**src/rtl/gcd_pkg.sv**
```systemverilog
//------------------------------------------------------------------------------
// Module : gcd_pkg
// Brief  : Shared types and defaults for the GCD arbiter slice.
// Rev    : 1.0
//------------------------------------------------------------------------------
`default_nettype none

package gcd_pkg;

    localparam int DEFAULT_N = 4;
    localparam int DEFAULT_W = 128;

    typedef enum logic [2:0] {
        IDLE   = 3'd0,
        SEND_A = 3'd1,
        DROP_A = 3'd2,
        SEND_B = 3'd3,
        DROP_B = 3'd4,
        RESP   = 3'd5
    } gcd_arb_state_t;

    // States in which the GCD handshake request is held high.
    function automatic logic is_send(input gcd_arb_state_t s);
        return (s == SEND_A) || (s == SEND_B);
    endfunction

endpackage

`default_nettype wire

```
**src/rtl/rr_arbiter.sv**
```systemverilog
//------------------------------------------------------------------------------
// Module : rr_arbiter
// Brief  : One-hot round-robin arbiter; pointer moves past the winner on advance.
// Rev    : 1.0
//------------------------------------------------------------------------------
`default_nettype none

module rr_arbiter #(
    parameter  int N   = 4,
    localparam int IDW = $clog2(N)
) (
    input  logic           clk_i,
    input  logic           rst_i,
    input  logic [N-1:0]   req_i,
    input  logic           advance_i,
    output logic [N-1:0]   grant_o,
    output logic [IDW-1:0] grant_idx_o
);

    logic [IDW-1:0] ptr_q;
    logic [IDW-1:0] ptr_d;

    // Scan from the pointer upward, wrapping at N, first requester wins.
    always_comb begin
        logic           found;
        int             j;
        logic [IDW-1:0] idx;
        grant_o     = '0;
        grant_idx_o = '0;
        found       = 1'b0;
        j           = 0;
        idx         = '0;
        for (int k = 0; k < N; k++) begin
            j = int'(ptr_q) + k;
            if (j >= N) begin
                j = j - N;
            end
            idx = IDW'(j);
            if (!found && req_i[idx]) begin
                found            = 1'b1;
                grant_o[idx]     = 1'b1;
                grant_idx_o      = idx;
            end
        end
    end

    always_comb begin
        ptr_d = ptr_q;
        if (advance_i && (|req_i)) begin
            ptr_d = (grant_idx_o == IDW'(N - 1)) ? '0 : grant_idx_o + 1'b1;
        end
    end

    always_ff @(posedge clk_i or posedge rst_i) begin
        if (rst_i) begin
            ptr_q <= '0;
        end else begin
            ptr_q <= ptr_d;
        end
    end

endmodule

`default_nettype wire

```
**src/rtl/gcd_arbiter.sv**
```systemverilog
//------------------------------------------------------------------------------
// Module : gcd_arbiter
// Brief  : Shares one 4-phase GCD unit among N valid/ready requesters.
//          Optional GCD_ARB_ZERO_BYPASS_EN answers zero-operand pairs directly.
// Rev    : 1.0
//------------------------------------------------------------------------------
`default_nettype none

module gcd_arbiter
    import gcd_pkg::*;
#(
    parameter  int N   = DEFAULT_N,
    parameter  int W   = DEFAULT_W,
    localparam int IDW = $clog2(N)
) (
    input  logic           clk_i,
    input  logic           rst_i,
    input  logic [N-1:0]   req_valid_i,
    output logic [N-1:0]   req_ready_o,
    input  logic [N*W-1:0] req_a_i,
    input  logic [N*W-1:0] req_b_i,
    output logic           rsp_valid_o,
    input  logic           rsp_ready_i,
    output logic [IDW-1:0] rsp_id_o,
    output logic [W-1:0]   rsp_data_o,
    output logic           gcd_req_o,
    input  logic           gcd_ack_i,
    output logic [W-1:0]   gcd_load_val_o,
    input  logic [W-1:0]   gcd_result_i
);

    gcd_arb_state_t state_q, state_d;

    logic [W-1:0]   b_q, b_d;
    logic [IDW-1:0] id_q, id_d;
    logic [W-1:0]   data_q, data_d;
    logic [W-1:0]   load_q, load_d;
    logic           valid_q, valid_d;
    logic           gcdreq_q, gcdreq_d;

    logic [N-1:0]   grant;
    logic [IDW-1:0] grant_idx;
    logic           in_idle;
    logic           take;
    logic [W-1:0]   win_a;
    logic [W-1:0]   win_b;
    logic           win_zero;

    assign in_idle = (state_q == IDLE);
    assign take    = in_idle && (|req_valid_i);
    assign win_a   = req_a_i[int'(grant_idx)*W +: W];
    assign win_b   = req_b_i[int'(grant_idx)*W +: W];

`ifdef GCD_ARB_ZERO_BYPASS_EN
    assign win_zero = (win_a == '0) || (win_b == '0);
`else
    assign win_zero = 1'b0;
`endif

    rr_arbiter #(
        .N (N)
    ) u_rr (
        .clk_i       (clk_i),
        .rst_i       (rst_i),
        .req_i       (req_valid_i),
        .advance_i   (in_idle),
        .grant_o     (grant),
        .grant_idx_o (grant_idx)
    );

    // Acceptance is the only combinational output and exists only in IDLE.
    assign req_ready_o = in_idle ? grant : '0;

    always_ff @(posedge clk_i or posedge rst_i) begin
        if (rst_i) begin
            state_q <= IDLE;
        end else begin
            state_q <= state_d;
        end
    end

    always_comb begin
        state_d = state_q;
        case (state_q)
            IDLE:    if (take)         state_d = win_zero ? RESP : SEND_A;
            SEND_A:  if (gcd_ack_i)    state_d = DROP_A;
            DROP_A:  if (!gcd_ack_i)   state_d = SEND_B;
            SEND_B:  if (gcd_ack_i)    state_d = DROP_B;
            DROP_B:  if (!gcd_ack_i)   state_d = RESP;
            RESP:    if (rsp_ready_i)  state_d = IDLE;
            default:                   state_d = IDLE;
        endcase
    end

    always_comb begin
        b_d      = b_q;
        id_d     = id_q;
        data_d   = data_q;
        load_d   = load_q;
        if (take) begin
            b_d    = win_b;
            id_d   = grant_idx;
            load_d = win_a;
            if (win_zero) begin
                data_d = win_a | win_b;
            end
        end
        // b goes on the bus as soon as DROP_A is entered, ahead of the second req.
        if ((state_q == SEND_A) && (state_d == DROP_A)) begin
            load_d = b_q;
        end
        if ((state_q == SEND_B) && gcd_ack_i) begin
            data_d = gcd_result_i;
        end
        valid_d  = (state_d == RESP);
        gcdreq_d = is_send(state_d);
    end

    always_ff @(posedge clk_i or posedge rst_i) begin
        if (rst_i) begin
            b_q      <= '0;
            id_q     <= '0;
            data_q   <= '0;
            load_q   <= '0;
            valid_q  <= 1'b0;
            gcdreq_q <= 1'b0;
        end else begin
            b_q      <= b_d;
            id_q     <= id_d;
            data_q   <= data_d;
            load_q   <= load_d;
            valid_q  <= valid_d;
            gcdreq_q <= gcdreq_d;
        end
    end

    assign rsp_valid_o    = valid_q;
    assign rsp_id_o       = id_q;
    assign rsp_data_o     = data_q;
    assign gcd_req_o      = gcdreq_q;
    assign gcd_load_val_o = load_q;

endmodule

`default_nettype wire

```
**config.mk**
```make
export PLATFORM = sky130hd
export DESIGN_NAME = gcd_arbiter
export DESIGN_NICKNAME = d
export VERILOG_FILES = /design/src/rtl/gcd_pkg.sv /design/src/rtl/rr_arbiter.sv /design/src/rtl/gcd_arbiter.sv
export SDC_FILE = /design/constraint.sdc
export NUM_CORES = 1
export LEC_CHECK = 0
export BUFFER_PORTS_ARGS = -buffer_cell sky130_fd_sc_hd__buf_2
export CORE_AREA = 10 10 545 547
export CTS_CLUSTER_SIZE = 20
export DETAILED_ROUTE_END_ITERATION = 10
export DIE_AREA = 0 0 555 557
export PLACE_DENSITY_LB_ADDON = 0.05
export SETUP_SLACK_MARGIN = 0.1
export SYNTH_ARGS = -nofsm -noshare
export SYNTH_HDL_FRONTEND = slang
export SYNTH_HIERARCHICAL = 1
export SYNTH_SLANG_ARGS = --single-unit
export TNS_END_PERCENT = 30
```
**constraint.sdc**
```tcl
create_clock -name clk_i -period 19.1 [get_ports clk_i]
set_input_delay 3.82 -clock clk_i [delete_from_list [all_inputs] [get_ports clk_i]]
set_output_delay 3.82 -clock clk_i [all_outputs]
set_load 0.1 [all_outputs]
```
After elaboration in Yosys (flattened, before gate mapping). Index checks and enable logic that the tools add are counted.

Bits in read-only memories: 0. Bits of input ports: 1160. Logic and storage cells: 102. Bits in latches: 0. Output and inout bits: 264. Memories kept: 0. Flip-flop bits (word level): 393. Bits in writable memories: 0.

Reductions and logical operators: 17. Multiply operators: 0. Equal/unequal tests: 10. Order comparisons: 12. Add/sub/neg operators: 8. Divide/modulo/power cells: 0. Bitwise gates (word level): 3. Mux-type cells: 42. Shift operators: 2.

Operators by type and width (count): $shiftx A512 B10 Y128 (2); $mux W128 (2); $mux W4 (5); $mux W2 (9); $mux W3 (6); $pmux W3 S6 (1); $eq A3 B2 Y1 const B (4); $lt A2 B3 Y1 const B (4); $or A4 B4 Y4 (3); $mux W1 (11); $logic_and A1 B1 Y1 (10); $eq A3 B3 Y1 const B (3); $ge A3 B3 Y1 const B (3); $bmux W1 S2 (4); $demux W1 S2 (4); $ge A2 B1 Y1 const B (4); $sub A2 B1 Y2 const B (4); $add A2 B2 Y3 const B (2); $eq A3 B1 Y1 const B (2); $reduce_or A4 Y1 (1); $add A2 B1 Y3 const B (1); $ge A2 B3 Y1 const B (1); $logic_not A1 Y1 (3); $logic_not A3 Y1 (1); 4 further kinds (4).

Logic depth before layout (Yosys ltp).
Depth after elaboration: 17. Depth in mapped cells: 14. Gate-level depth less buffers: 10.

Cells and area by module. Netlist, hierarchy kept.

Modules (own cells, without submodules): gcd_arbiter (sequential area each 9784.4 um^2, instances 1, cells each 1615, area each 22093.7 um^2); rr_arbiter (sequential area each 50.0 um^2, instances 1, cells each 52, area each 488.0 um^2).

Worst setup path before layout. OpenSTA, ideal clock, no wires.

Path type: input -> output. From: input req_valid_i[3]. To: output req_ready_o[0]. Data required time: 15.280 ns. Path slack: 9.676 ns. Arrival time: 5.604 ns. Path buffers: 1. Cell stages on the path: 6. Cells stage by stage: mux4_2 -> clkbuf_1 -> nor3_2 -> a22oi_1 -> o21ai_0 -> and2_1.

Cells in the longest elaborated chain, start to end: 13. Elaborated cells between the ends (all ways): 25. Those cells by class: mux (16); bitwise (3); reduce/logical (6).

Ends and longest elaborated chain: start, declared (RTL line gcd_arbiter.sv:18) `input logic [N-1:0] req_valid_i,`; $bmux W1 S2 (RTL line rr_arbiter.sv:39) `if (!found && req_i[idx]) begin`; $mux W1 (not written as such) (RTL line rr_arbiter.sv:39); $mux W1 (RTL line rr_arbiter.sv:39); $logic_not A1 Y1 (RTL line rr_arbiter.sv:39); $logic_and A1 B1 Y1 (RTL line rr_arbiter.sv:39); $mux W1 (RTL line rr_arbiter.sv:39); $logic_not A1 Y1 (RTL line rr_arbiter.sv:39); $logic_and A1 B1 Y1 (RTL line rr_arbiter.sv:39); $mux W1 (RTL line rr_arbiter.sv:39); $logic_not A1 Y1 (RTL line rr_arbiter.sv:39); $logic_and A1 B1 Y1 (RTL line rr_arbiter.sv:39); $mux W4 (*) (RTL line rr_arbiter.sv:39); via grant[0] (RTL line gcd_arbiter.sv:41) `logic [N-1:0] grant;`; $mux W4 (*) (RTL line gcd_arbiter.sv:72) `assign req_ready_o = in_idle ? grant : '0;`; end, declared (RTL line gcd_arbiter.sv:19) `output logic [N-1:0] req_ready_o,`.

Mark *: on every way through the listed nets, which the timed path passes. The rest lies on a longest branch. The select of a mux whose other input is x is not followed.

Worst setup path in the final report.
From: input req_valid_i[1]. To: output req_ready_o[3].

Same word-level chain as after synthesis.

==> flow_summary.ini <==
[yosys]
synth_edf_count = 0
yosysWarnings = 6
synth_area_leader_cell = dfrtp_1
synth_xor_area_share_pct = 0.0776
yosys.area_share.adder_pct = 0.277
yosys.cell_count.top_type = dfrtp_1
yosys-top-cells-area = dfrtp_1 44%, mux4_2 26%, mux2_2 7.9%
synth_top_area_share_pct = 43.6
ys_ff_latch = 393
synthCells = 1667
synth_top_family_by_area = multiplexers
synth-compound-area-share_pct = 7.19
muxShareOfSynthArea_pct = 38.8
yosys-top-cells-count = 393 x dfrtp_1, 260 x mux4_2, 158 x mux2_2, 134 x nor2_1, 129 x o21ai_0
ys.flop_type = dfrtp_1
yosysSeqAreaShare_pct = 43.6
async_flop_share_pct = 100
synth.distinct_cells = 48
postSynthAreaPerCell_sq_um = 13.5
synth-simple-area-share_pct = 6.03
synth_fp_nets = 2832
synth_area_sq_um = 22600

[critical_path]
critical_path.top_delay_family = simple AND/OR/NAND/NOR gates
max_stage_delay_ns = 0.51
endpoint_kind = output pin
timing.critical_path.cells = buf_2, mux4_2, nand2b_4, nor3_2, a22oi_1, o21ai_1, and2_1, buf_2
cpMostUsedCell = buf_2
worstPathArrival_ns = 5.90
crit_slowest_cell = mux4_2
path_max_fanout = 10
cp-start-kind = primary input
critPathRequiredTime_ns = 15.28
worst-path-buf-inv = 2
critical_path_class = primary input to output pin

[global_route]
grt_pass1_vias = 24200
grt_pass1_wl_um = 253000
grt_max_degree = 123
grtUsageTotal_pct = 12.1
overflow = 0
antenna_found_initial = 211

[floorplanning]
die_height_um = 557
core_sq_um = 286000
rows = 197
io_pins = 1424
die_area_sq_um = 309000
die_w_um = 555
initial_core_util_pct = 7.88

[cts]
clock-root-buffer = clkbuf_16
cts_resized = 0
cts_setup_buffers = 0
cts.sink_count = 393
h-tree-depth = 3
cts_tree = done
clk_pin_slew_ns = 0.05
cts_buffers = 70
clock_latency_ns = 0.68
cts_buffer_depth = 3
cts_hold_buf = 0

[final_layout]
area_growth_pct = 61.0
layoutNonFillerInstCount = 6902
drive_gt1_share_pct = 65.1
final_area_sq_um = 36300
nets = 4187

[timing]
grt_setup_unrepaired = no
slew_headroom_pct = 32.2
post-route-min-period_ns = 9.72
drv_slew = 0
hold_viol_final = 0
worst_pin_slew_ns = 1.02
setup_tns_ns = 0
period_share_pct = 50.9
setup_viol = 0
skew_ns = 0.0416
fmax_mhz = 103

[placement]
hpwl_um = 161000
place_congestion = 0.770
placed_area_sq_um = 33900
dp_cells = 6731
io_buffer_count = 1423

[routing]
drtIter0Drc = 928
route.detailed.drc = 0
num_vias = 22100
postRouteAntennaNets = 0
dr.pass1.iters = 5
finalWirelength_um = 196000
avgRoutedWirePerCell_um = 28.4
via_per_inst = 3.20

[worst_hold_path]
hp-class = register to register

[pwr]
power_frac_clock_pct = 15.3
net-switching-power_w = 0.00498
vdd_drop_max_mv = 0.115
power_frac_comb_pct = 67.0
swShare_pct = 56.9
power_frac_seq_pct = 17.7
intPower_w = 0.00377
pwr_density_cell_nw_per_um2 = 241
p_leak_nw = 15.3
finalPower_w = 0.00875

[run_status]
status = complete, no violations

[job]
drv_cap = 0
power by group through the flow:
stage                     registers (W)  clock network (W)  logic, W
after global routing            0.00162            0.00145   0.00625
after CTS                       0.00157            0.00143   0.00611
after floorplan                 0.00354                  0   0.00233
after global placement          0.00158                  0   0.00611
after detailed placement        0.00157                  0   0.00610
final                           0.00155            0.00134   0.00586
stage by stage:
stage	hold WS, ns	util [%]	setup WS [ns]
4_1_cts	0.491	12.6	9.36
3_3_place_gp	0.471	11.8	9.32
5_1_grt	0.504	12.7	9.28
6_report	0.482	12.7	9.38
3_5_place_dp	0.474	11.8	9.38
2_1_floorplan	0.459	-	4.41
kinds of logic after synthesis:
logic type	Yosys count
mux	518
flops	393
simple gates	288
compound gates	280
buf+inv	181
fa+ha+maj	5
xor+xnor	2
area by class of cell:
cell class / count / area, sq um
fillers: 32800 / 250000
multi-input cells: 1093 / 11800
flip-flops and latches: 393 / 9830
repair buffers: 1457 / 7440
well taps: 3781 / 4730
clock buffers: 101 / 2080
clock inverters: 20 / 248
diodes: 50 / 125
inverters: 7 / 46.3
routing by layer:
layer  up-vias  track usage [%]  routed length, um
met3       383             5.73              19500
met5         -                0                823
li1       9359                -                  -
met2      1181             20.3              93200
met1     11000             13.8              77400
met4       126             3.02               5020
cell usage in the layout (no fill, tap or decap), types with 3 or more instances in the layout:
cell,instances
nand3_1,128
buf_4,29
o21ai_0,129
ha_1,5
clkbuf_8,19
mux2_1,100
a31oi_1,128
a22oi_1,8
clkinv_2,7
nand2b_1,4
bufinv_16,3
clkbuf_1,11
clkbuf_16,71
inv_6,4
nand2_1,4
buf_12,5
diode_2,50
buf_2,1423
nor2_1,134
and2_1,4
o21ai_1,4
mux4_2,260
mux2_2,158
dfrtp_1,393
inv_1,4
state kept, by name (all words and copies together), names as in the netlist, named ones only:
name,count
u_rr/ptr_q,1
state_q,3
rsp_data_o,128
gcd_load_val_o,128
rsp_valid_o,1
gcd_req_o,1
rsp_id_o,2
b_q,128
path summary, 6_finish.rpt:
check | start | endpoint | slack (ns) | cells past startpoint
worst max-delay path | req_valid_i[1] | req_ready_o[3] | 9.38 | 8
worst min-delay path | b_q[81] | b_q[81] | 0.48 | 1
worst max register to register | register | b_q[90] | 13.02 | 12
worst min register to register | b_q[81] | b_q[81] | 0.48 | 1
max in group asynchronous | rst_i | gcd_load_val_o[93] | 13.63 | 4
min in group asynchronous | rst_i | u_rr/ptr_q[1] | 3.08 | 2
Power figures use the tool's default switching activity.
